[src/rtl/ps2_host_receiver_pkg.sv]
`default_nettype none
// ============================================================================
//  Module      : ps2_host_receiver_pkg
//  Description : Shared types and default constants for the PS/2 host
//                receive path: pin bundle, receive strobe record, receiver
//                FSM encoding and default timeout/inhibit tick counts.
//  Revision    : 1.0 - initial release
// ============================================================================
package ps2_host_receiver_pkg;

   // ~120 us and ~100 us at a 3 us tick
   localparam int TIMEOUT_TICKS_DEFAULT = 40;
   localparam int INHIBIT_TICKS_DEFAULT = 34;

   // Width of the shared timeout/inhibit tick counter (holds values up to 255)
   localparam int CNT_W = 8;

   typedef struct packed {
      logic clk;
      logic data;
   } t_ps2_pins;

   typedef struct packed {
      logic       valid;
      logic [7:0] data;
      logic       parity_error;
      logic       protocol_error;
      logic       timeout;
   } t_ps2_rx_data;

   typedef enum logic [2:0] {
      ST_IDLE    = 3'd0,
      ST_DATA    = 3'd1,
      ST_PARITY  = 3'd2,
      ST_STOP    = 3'd3,
      ST_INHIBIT = 3'd4
   } t_ps2_rx_fsm;

endpackage
`default_nettype wire

[src/rtl/ps2_host_receiver_clock_sampler.sv]
`default_nettype none
// ============================================================================
//  Module      : ps2_clock_sampler
//  Description : Two-flop synchroniser on the PS/2 pins, programmable tick
//                divider and tick-rate glitch filter on the PS/2 clock.
//  Ports       : clk, clk__enable, reset (async, active high)
//                divider_i      - clk cycles per tick minus 1; 0 = no ticks
//                pins_i         - raw PS/2 clock/data pins
//                tick_o         - one-cycle tick strobe
//                falling_edge_o - filtered clock went 1->0 on this tick
//                sampled_data_o - synchronised data pin
//  Revision    : 1.0 - initial release
// ============================================================================
module ps2_clock_sampler
   import ps2_host_receiver_pkg::*;
(
   input  logic        clk,
   input  logic        clk__enable,
   input  logic        reset,
   input  logic [15:0] divider_i,
   input  t_ps2_pins   pins_i,
   output logic        tick_o,
   output logic        falling_edge_o,
   output logic        sampled_data_o
);

   t_ps2_pins   meta_q;
   t_ps2_pins   sync_q;
   logic [15:0] tick_cnt_q, tick_cnt_d;
   logic        clk_smp_q;     // previous tick's clock sample
   logic        filt_clk_q, filt_clk_d;

   // >= rather than == so a divider lowered below the running count
   // produces a tick immediately instead of wrapping through 65536.
   assign tick_o = clk__enable && (divider_i != 16'd0) && (tick_cnt_q >= divider_i);

   always_comb begin
      tick_cnt_d = tick_cnt_q + 16'd1;
      if (divider_i == 16'd0 || tick_o) begin
         tick_cnt_d = 16'd0;
      end
      // Filtered clock follows the pin only once two successive tick
      // samples agree, so a single-tick glitch is rejected.
      filt_clk_d = filt_clk_q;
      if (tick_o && (sync_q.clk == clk_smp_q)) begin
         filt_clk_d = sync_q.clk;
      end
   end

   assign falling_edge_o = filt_clk_q & ~filt_clk_d;
   assign sampled_data_o = sync_q.data;

   always_ff @(posedge clk or posedge reset) begin
      if (reset) begin
         meta_q     <= '1;
         sync_q     <= '1;
         tick_cnt_q <= 16'd0;
         clk_smp_q  <= 1'b1;
         filt_clk_q <= 1'b1;
      end else if (clk__enable) begin
         meta_q     <= pins_i;
         sync_q     <= meta_q;
         tick_cnt_q <= tick_cnt_d;
         filt_clk_q <= filt_clk_d;
         if (tick_o) begin
            clk_smp_q <= sync_q.clk;
         end
      end
   end

endmodule
`default_nettype wire

[src/rtl/ps2_host_receiver.sv]
`default_nettype none
// ============================================================================
//  Module      : ps2_host_receiver
//  Description : PS/2 host receive front end. Deserialises 11-bit device
//                frames, checks start/stop/odd parity, aborts stalled frames
//                and emits one-cycle receive strobes. After any error the
//                PS/2 clock is held low to make the device resend.
//  Ports       : clk, clk__enable, reset (async, active high), divider
//                ps2_in__clk/ps2_in__data   - raw PS/2 pins
//                ps2_out__clk/ps2_out__data - 1 = release, 0 = pull low
//                ps2_rx_data__*             - receive strobe and payload
//  Revision    : 1.0 - initial release
// ============================================================================
module ps2_host_receiver
   import ps2_host_receiver_pkg::*;
#(
   parameter int TIMEOUT_TICKS = TIMEOUT_TICKS_DEFAULT,
   parameter int INHIBIT_TICKS = INHIBIT_TICKS_DEFAULT
) (
   input  logic        clk,
   input  logic        clk__enable,
   input  logic        reset,
   input  logic [15:0] divider,
   input  logic        ps2_in__clk,
   input  logic        ps2_in__data,
   output logic        ps2_out__clk,
   output logic        ps2_out__data,
   output logic        ps2_rx_data__valid,
   output logic [7:0]  ps2_rx_data__data,
   output logic        ps2_rx_data__parity_error,
   output logic        ps2_rx_data__protocol_error,
   output logic        ps2_rx_data__timeout
);

   logic w_tick;
   logic w_fall;
   logic w_data;

   ps2_clock_sampler u_sampler (
      .clk            (clk),
      .clk__enable    (clk__enable),
      .reset          (reset),
      .divider_i      (divider),
      .pins_i         ('{clk: ps2_in__clk, data: ps2_in__data}),
      .tick_o         (w_tick),
      .falling_edge_o (w_fall),
      .sampled_data_o (w_data)
   );

   t_ps2_rx_fsm  state_q, state_d;
   logic [7:0]   shift_q, shift_d;
   logic [2:0]   bit_cnt_q, bit_cnt_d;
   logic         perr_q, perr_d;
   logic [CNT_W-1:0] cnt_q, cnt_d;   // ticks since last edge / ticks inhibited
   t_ps2_rx_data rx_q, rx_d;

   always_comb begin
      state_d   = state_q;
      shift_d   = shift_q;
      bit_cnt_d = bit_cnt_q;
      perr_d    = perr_q;
      cnt_d     = cnt_q;
      rx_d      = '0;

      if (divider == 16'd0) begin
         state_d   = ST_IDLE;
         bit_cnt_d = 3'd0;
         cnt_d     = '0;
      end else if (w_tick) begin
         unique case (state_q)
            ST_IDLE: begin
               if (w_fall) begin
                  cnt_d = '0;
                  if (!w_data) begin
                     state_d   = ST_DATA;
                     shift_d   = 8'd0;
                     bit_cnt_d = 3'd0;
                  end else begin
                     rx_d.valid          = 1'b1;
                     rx_d.protocol_error = 1'b1;
                     state_d             = ST_INHIBIT;
                  end
               end
            end
            ST_DATA, ST_PARITY, ST_STOP: begin
               // Edge is tested first so it wins over a same-tick timeout.
               if (w_fall) begin
                  cnt_d = '0;
                  case (state_q)
                     ST_DATA: begin
                        shift_d   = {w_data, shift_q[7:1]};
                        bit_cnt_d = bit_cnt_q + 3'd1;
                        if (bit_cnt_q == 3'd7) begin
                           state_d = ST_PARITY;
                        end
                     end
                     ST_PARITY: begin
                        perr_d  = ~(^shift_q ^ w_data);
                        state_d = ST_STOP;
                     end
                     default: begin
                        rx_d.valid          = 1'b1;
                        rx_d.data           = shift_q;
                        rx_d.parity_error   = perr_q;
                        rx_d.protocol_error = ~w_data;
                        state_d = (perr_q || !w_data) ? ST_INHIBIT : ST_IDLE;
                     end
                  endcase
               end else if (cnt_q == CNT_W'(TIMEOUT_TICKS - 1)) begin
                  rx_d.valid   = 1'b1;
                  rx_d.data    = shift_q;
                  rx_d.timeout = 1'b1;
                  state_d      = ST_INHIBIT;
                  cnt_d        = '0;
               end else begin
                  cnt_d = cnt_q + CNT_W'(1);
               end
            end
            ST_INHIBIT: begin
               if (cnt_q == CNT_W'(INHIBIT_TICKS - 1)) begin
                  state_d = ST_IDLE;
                  cnt_d   = '0;
               end else begin
                  cnt_d = cnt_q + CNT_W'(1);
               end
            end
            default: begin
               state_d = ST_IDLE;
               cnt_d   = '0;
            end
         endcase
      end
   end

   always_ff @(posedge clk or posedge reset) begin
      if (reset) begin
         state_q   <= ST_IDLE;
         shift_q   <= 8'd0;
         bit_cnt_q <= 3'd0;
         perr_q    <= 1'b0;
         cnt_q     <= '0;
         rx_q      <= '0;
      end else if (clk__enable) begin
         state_q   <= state_d;
         shift_q   <= shift_d;
         bit_cnt_q <= bit_cnt_d;
         perr_q    <= perr_d;
         cnt_q     <= cnt_d;
         rx_q      <= rx_d;
      end
   end

   assign ps2_out__clk                = (state_q != ST_INHIBIT);
   assign ps2_out__data               = 1'b1;
   assign ps2_rx_data__valid          = rx_q.valid;
   assign ps2_rx_data__data           = rx_q.data;
   assign ps2_rx_data__parity_error   = rx_q.parity_error;
   assign ps2_rx_data__protocol_error = rx_q.protocol_error;
   assign ps2_rx_data__timeout        = rx_q.timeout;

endmodule
`default_nettype wire
[config.mk]
export PLATFORM = sky130hd
export DESIGN_NAME = ps2_host_receiver
export DESIGN_NICKNAME = d
export VERILOG_FILES = /design/src/rtl/ps2_host_receiver_pkg.sv /design/src/rtl/ps2_host_receiver_clock_sampler.sv /design/src/rtl/ps2_host_receiver.sv
export SDC_FILE = /design/constraint.sdc
export NUM_CORES = 1
export LEC_CHECK = 0
export ABC_CLOCK_PERIOD_IN_PS = 2950
export BUFFER_PORTS_ARGS = -buffer_cell sky130_fd_sc_hd__buf_2
export CORE_UTILIZATION = 25
export CTS_CLUSTER_SIZE = 24
export DETAILED_ROUTE_END_ITERATION = 8
export HOLD_SLACK_MARGIN = 0.06
export MAX_ROUTING_LAYER = met4
export SYNTH_ARGS = -nofsm -noshare
export SYNTH_HDL_FRONTEND = slang
export SYNTH_SLANG_ARGS = --single-unit
export TNS_END_PERCENT = 30
[constraint.sdc]
create_clock -name clk -period 2.95 [get_ports clk]
set_clock_uncertainty 0.2 [all_clocks]
set_input_delay 0.59 -clock clk [delete_from_list [all_inputs] [get_ports clk]]
set_output_delay 0.59 -clock clk [all_outputs]
set_load 0.05 [all_outputs]
Word level (Yosys, flattened, before mapping)
Cells that the tools add are included.
{"block": "totals", "reg_bits": 57, "out_inout_bits": 14}
{"block": "op_classes", "reduce_logical": 21, "add_sub_neg": 3, "eq_ne": 20, "bitwise": 6, "muxes": 46, "magnitude_cmp": 1}
{"operator": "two-way mux 8 bit", "count": 10}
{"operator": "two-way mux 3 bit", "count": 15}
{"operator": "two-way mux 9 bit", "count": 3}
{"operator": "two-way mux 12 bit", "count": 2}
{"operator": "one-hot mux 8 bit (3 select lines)", "count": 1}
{"operator": "adder 16 x 1 -> 16 bit, second input constant", "count": 1}
{"operator": "== test 8 x 6 -> 1 bit, second input constant", "count": 2}
{"operator": ">= comparator 16 bit", "count": 1}
{"operator": "logical NOT 16 bit", "count": 1}
{"operator": "two-way mux 16 bit", "count": 1}
{"operator": "one-hot mux 8 bit (2 select lines)", "count": 1}
{"operator": "nonzero test 16 bit", "count": 1}
{"operator": "!= test 3 bit, second input constant", "count": 4}
{"operator": "one-hot mux 3 bit (2 select lines)", "count": 2}
{"operator": "AND reduction 6 bit", "count": 2}
{"operator": "two-way mux 11 bit", "count": 1}
{"operator": "one-hot mux 3 bit (3 select lines)", "count": 1}
{"operator": "adder 8 x 1 -> 8 bit, second input constant", "count": 1}
{"operator": "AND reduction 8 bit", "count": 1}
{"operator": "XOR reduction 8 bit", "count": 1}
{"operator": "AND reduction 7 bit", "count": 1}
{"operator": "== test 3 x 2 -> 1 bit, second input constant", "count": 2}
{"operator": "== test 3 bit, second input constant", "count": 2}
{"operator": "two-way mux 1 bit", "count": 6}
{"operator": "other kinds (23)", "count": 34}

Depth between registers and ports, before layout
{"block": "logic_depth", "word_depth": 11, "mapped_depth": 10}

By module
A second synthesis with hierarchy kept.
{"block": "hier_totals", "hier_cells": 365, "area_unflattened_um2": 3442.1}
{"module": "ps2_host_receiver", "area_each_um2": 1923.1, "cells_per_inst": 201, "seq_area_each_um2": 875.8, "n_inst": 1}
{"module": "ps2_clock_sampler", "area_each_um2": 1519.0, "cells_per_inst": 164, "seq_area_each_um2": 558.0, "n_inst": 1}

Least setup slack after synthesis
Ideal clock, no wire load.
{"block": "synth_timing", "path_type": "input -> register", "from": "in divider[0]", "to": "reg bit_cnt_q[0]", "t_arrival_ps": 2451, "setup_time_ps": 125, "path_stages": 8, "path_buffers": 0, "path_slack_ps": 174, "cell_sequence": "ha_1 -> nand2b_1 -> a2111o_1 -> a31oi_4 -> a211oi_4 -> and2_4 -> and4_1 -> mux2_2"}
{"block": "synth_via", "elab_chain_cells": 9, "elab_cells_between_ends": 17, "classes_between": "order compare (1); eq/ne (4); mux (2); bitwise (2); reduce/logical (8)"}
{"item": "start, declared", "line": "ps2_host_receiver.sv:23", "rtl": "input logic [15:0] divider,"}
{"item": "branches (longest 9 deep; another with >= comparator 16 bit)"}
{"item": "end signal, assigned", "line": "ps2_host_receiver.sv:146", "rtl": "bit_cnt_q <= bit_cnt_d;"}
{"item": "end, declared", "line": "ps2_host_receiver.sv:52", "rtl": "logic [2:0] bit_cnt_q, bit_cnt_d;"}
Parallel ways; which one is timed is not known.
A chain may end at the register's enable or synchronous reset.

Final worst setup path
{"block": "layout_timing", "from": "reg u_sampler.tick_cnt_q[13]", "to": "reg state_q[0]"}
{"block": "layout_via", "elab_chain_cells": 10, "elab_cells_between_ends": 15, "classes_between": "order compare (1); eq/ne (3); mux (5); bitwise (2); reduce/logical (4)"}
{"item": "start, declared", "line": "ps2_host_receiver_clock_sampler.sv:29", "rtl": "logic [15:0] tick_cnt_q, tick_cnt_d;"}
{"item": "start signal, assigned", "line": "ps2_host_receiver_clock_sampler.sv:63", "rtl": "tick_cnt_q <= tick_cnt_d;"}
{"item": ">= comparator 16 bit (*)", "line": "ps2_host_receiver_clock_sampler.sv:35", "rtl": "assign tick_o = clk__enable && (divider_i != 16'd0) && (tick_cnt_q >= divider_i);"}
{"item": "logical AND 1 bit (*)", "line": "ps2_host_receiver_clock_sampler.sv:35"}
{"item": "logical AND 1 bit", "line": "ps2_host_receiver_clock_sampler.sv:45", "rtl": "if (tick_o && (sync_q.clk == clk_smp_q)) begin"}
{"item": "two-way mux 1 bit", "line": "ps2_host_receiver_clock_sampler.sv:45"}
{"item": "NOT 1 bit", "line": "ps2_host_receiver_clock_sampler.sv:50", "rtl": "assign falling_edge_o = filt_clk_q & ~filt_clk_d;"}
{"item": "AND 1 bit", "line": "ps2_host_receiver_clock_sampler.sv:50"}
{"item": "two-way mux 3 bit", "line": "ps2_host_receiver.sv:87", "rtl": "if (w_fall) begin"}
{"item": "one-hot mux 3 bit (3 select lines)", "line": "ps2_host_receiver.sv:70", "rtl": "unique case (state_q)"}
{"item": "two-way mux 3 bit", "line": "ps2_host_receiver.sv:69", "rtl": "end else if (w_tick) begin"}
{"item": "two-way mux 3 bit", "line": "ps2_host_receiver.sv:65", "rtl": "if (divider == 16'd0) begin"}
{"item": "end signal, assigned", "line": "ps2_host_receiver.sv:144", "rtl": "state_q <= state_d;"}
{"item": "end, declared", "line": "ps2_host_receiver.sv:50", "rtl": "t_ps2_rx_fsm state_q, state_d;"}
Every way passes the cells marked *; elsewhere a longest branch is shown, timed or not. The select of a mux whose other input is x is not followed.

==> qor.yml <==
status: "complete, no violations"
cpMaxStageDelayCell: "dfrtp_1"
timing.fmax_mhz: 364.1
fin_crit_ps: 2746
rr_endpoint: "state_q[0]$_DFFE_PP0P_"
wl_per_cell_um: 12.96
finalHoldViolCount: 0
initial_core_util: 0.2593
drt-total-wl_um: 7579
rows: 41
vdd_ir_drop_max_mv: 0.2349
worstPathArrival_ps: 2760
r2r-start: "u_sampler.tick_cnt_q[13]$_DFFE_PP0P_"
clk_pin_slew_ps: 50
core_area_mm2: 0.01272
critPathCaptureType: "register"
postCtsSetupRepairBufs: 0
crit_chain: "ha_1 -> and4_1 -> nor3b_2 -> a31oi_4 -> a211oi_4 -> a31oi_1 -> a21o_1 -> a32o_1"
synth_compound_area_frac: 0.1790
p_leak_nw: 1.944
synth.cell_area_mm2: 0.003299
firstDrtPassIters: 4
synth_fa_ha_area_frac: 0.07964
reg2reg_slack_ps: 200
synth_top_area_frac: 0.3868
final_max_slew_viol_count: 0
ys_ff_latch: 57
yosysSeqAreaShare: 0.4346
synth-main-ff-cell: "dfrtp_1"
crit_type: "reg -> reg"
antenna_found_initial: 0
fin_nets: 450
synth_top_family_by_area: "simple AND/OR/NAND/NOR gates"
final_antenna_net_count: 0
die_w_um: 116.9
area_growth_pct: 27.11
synth_area_leaders: "dfrtp_1, ha_1, dfstp_2"
route.detailed.drc: 0
rsz0062_at_grt: "no"
grt.total_usage: 0.1287
vias_per_cell: 4.694
setup_tns_ps: 0
rr_worst_depth: 8
hpwl_um: 5696
yosys.area_share.xor_xnor: 0.05840
hp-class: "in -> async"
syn_inst: 349
critical_path.endpoint: "state_q[0]$_DFFE_PP0P_"
cts_resized: 0
overflow: 0
ys_warn_count: 0
portBuffers: 33
synth_simple_gate_area_frac: 0.1900
grt_max_degree: 32
synth_top_cell_by_area: "dfrtp_1"
htree_levels: 3
grt_pass1_vias: 2741
cts_tree: "done"
synth_edf_count: 0
async_flop_share: 1.000
slew_headroom: 0.5324
hold_buffers: 0
multi_input_area_mm2: 0.001732
die_height_um: 116.9
worst_slew_pin_slew_ps: 696.0
grt_pass1_wl_um: 13230
io_pins: 35
cp.required_ps: 2960
clk_latency_ps: 330
drtIter0Drc: 185
crit_path_start: "u_sampler.tick_cnt_q[13]$_DFFE_PP0P_"
whs_ps: 158.9
startpoint_type: "register"
cts-root-buf: "clkbuf_16"
synth_area_per_cell_um2: 9.454
clockBufferDepth: 2
power_density_mw_per_mm2: 580.5
synthDistinctLibCells: 53
gp_congestion: 0.9257
maxCapViolCount: 0
cp_slowest_stage_delay_ps: 420
layout-drive-gt1-share: 0.2276
setup_viol: 0
final-seq-area_mm2: 0.001434
vias: 2746
fillers: 1365
cts_buffers: 9
antennaDiodeCount: 0
synth_nets: 391
die_area_mm2: 0.01366
cp_max_fo: 7
cts_num_sinks: 57
fin_crit_sh: 0.9309
synth.area.mux_share: 0.01669
[per-stage QoR]
| stage | total power [mW] | cell area (um^2) | instances | worst slack, ps | util |
|---|---|---|---|---|---|
| after floorplan | 1.136 | 3299 | 349 | 174.0 | - |
| after global placement | 1.229 | 3841 | 568 | -16.35 | 0.3019 |
| after detailed placement | 1.243 | 3841 | 568 | -80.44 | 0.3019 |
| after CTS | 2.459 | 4187 | 584 | 180.3 | 0.3291 |
| after global routing | 2.546 | 4194 | 585 | 7.272 | 0.3297 |
| final | 2.434 | 4194 | 585 | 203.8 | 0.3297 |
[area by class of cell]
type / instances / area share
Multi-Input combinational cell: 258 / 0.4129
Sequential cell: 57 / 0.3419
Timing Repair Buffer: 58 / 0.09010
Clock buffer: 11 / 0.05788
Tap cell: 172 / 0.05131
Clock inverter: 5 / 0.02446
Inverter: 24 / 0.02148
[cell families (layout without fill, tap and decap cells)]
logic type,count (synthesis),count (layout)
compound gates,79,79
xor+xnor,22,22
fa+ha+maj,21,21
buf+inv,34,98
flops,57,57
mux,5,5
other cells,1,1
simple gates,130,130
[cell usage in the layout (no fill, tap or decap), types with 2 or more instances in the layout]
cell type and count:
a211oi_1 3, a21o_1 2, a21oi_1 13, a22o_1 11
a31oi_1 4, a31oi_4 2, and2_1 2, and3_1 9
and4_1 3, buf_12 2, buf_2 33, buf_4 23
bufinv_16 3, clkbuf_16 9, dfrtp_1 51, dfstp_2 6
ha_1 21, inv_1 22, mux2_2 4, nand2_1 42
nand2b_1 2, nand3_1 17, nand4_1 8, nor2_1 30
nor3_1 5, nor4_1 6, o21ai_0 19, o21ai_1 3
o2bb2ai_1 5, o31ai_1 3, xnor2_1 9, xor2_1 13
[power by group]
group          switching, mW  internal, mW  total (mW)
registers             0.0769         0.844       0.920
clock network          0.359         0.846        1.20
logic                  0.170         0.140       0.310
[critical path, delay by kind of cell, from the launching register on]
kind | cells | cell delay [ps]
flops | 1 | 420
simple gates | 2 | 460
compound gates | 5 | 1230
fa+ha+maj | 1 | 310
[state kept, by name (all words and copies together) (netlist names), 2 cells and up]
name,cells
ps2_rx_data__data,8
bit_cnt_q,3
shift_q,8
u_sampler.meta_q,2
state_q,3
u_sampler.tick_cnt_q,16
cnt_q,8
[layer usage]
metal	vias to the layer above	part of all wire	track usage
met5	-	0	-
met4	0	0.022	0.06076
met3	12	0.027	0.02884
met2	46	0.47	0.1913
met1	1324	0.48	0.1658
li1	1364	-	-
[Yosys cell counts, types with 2 or more instances]
library cell	instances
nor2_1	30
xnor2_1	9
a211oi_1	3
nand3_1	17
clkbuf_1	7
mux2_2	4
ha_1	21
and3_1	9
and2_1	2
xor2_1	13
a22o_1	11
nor4_1	6
buf_2	2
o2bb2ai_1	5
nand2b_1	2
o31ai_1	3
a31oi_4	2
nand4_1	8
nand2_1	42
o21ai_1	3
a21o_1	2
dfrtp_1	51
a21oi_1	13
o21ai_0	19
dfstp_2	6
nor3_1	5
and4_1	3
a31oi_1	4
inv_1	23
[how the worst min path moves through the flow]
| stage | start | to | cells past startpoint |
|---|---|---|---|
| after global placement | u_sampler.meta_q[1]$_DFFE_PP1P_ | u_sampler.sync_q[1]$_DFFE_PP1P_ | 2 |
| final | reset | u_sampler.tick_cnt_q[15]$_DFFE_PP0P_ | 2 |
| after global routing | reset | u_sampler.tick_cnt_q[15]$_DFFE_PP0P_ | 2 |
| after CTS | reset | u_sampler.tick_cnt_q[5]$_DFFE_PP0P_ | 2 |
| after floorplan | u_sampler.meta_q[1]$_DFFE_PP1P_ | u_sampler.sync_q[1]$_DFFE_PP1P_ | 2 |
| after detailed placement | u_sampler.meta_q[1]$_DFFE_PP1P_ | u_sampler.sync_q[1]$_DFFE_PP1P_ | 2 |
Note: power is estimated with default switching activity, not from simulation.
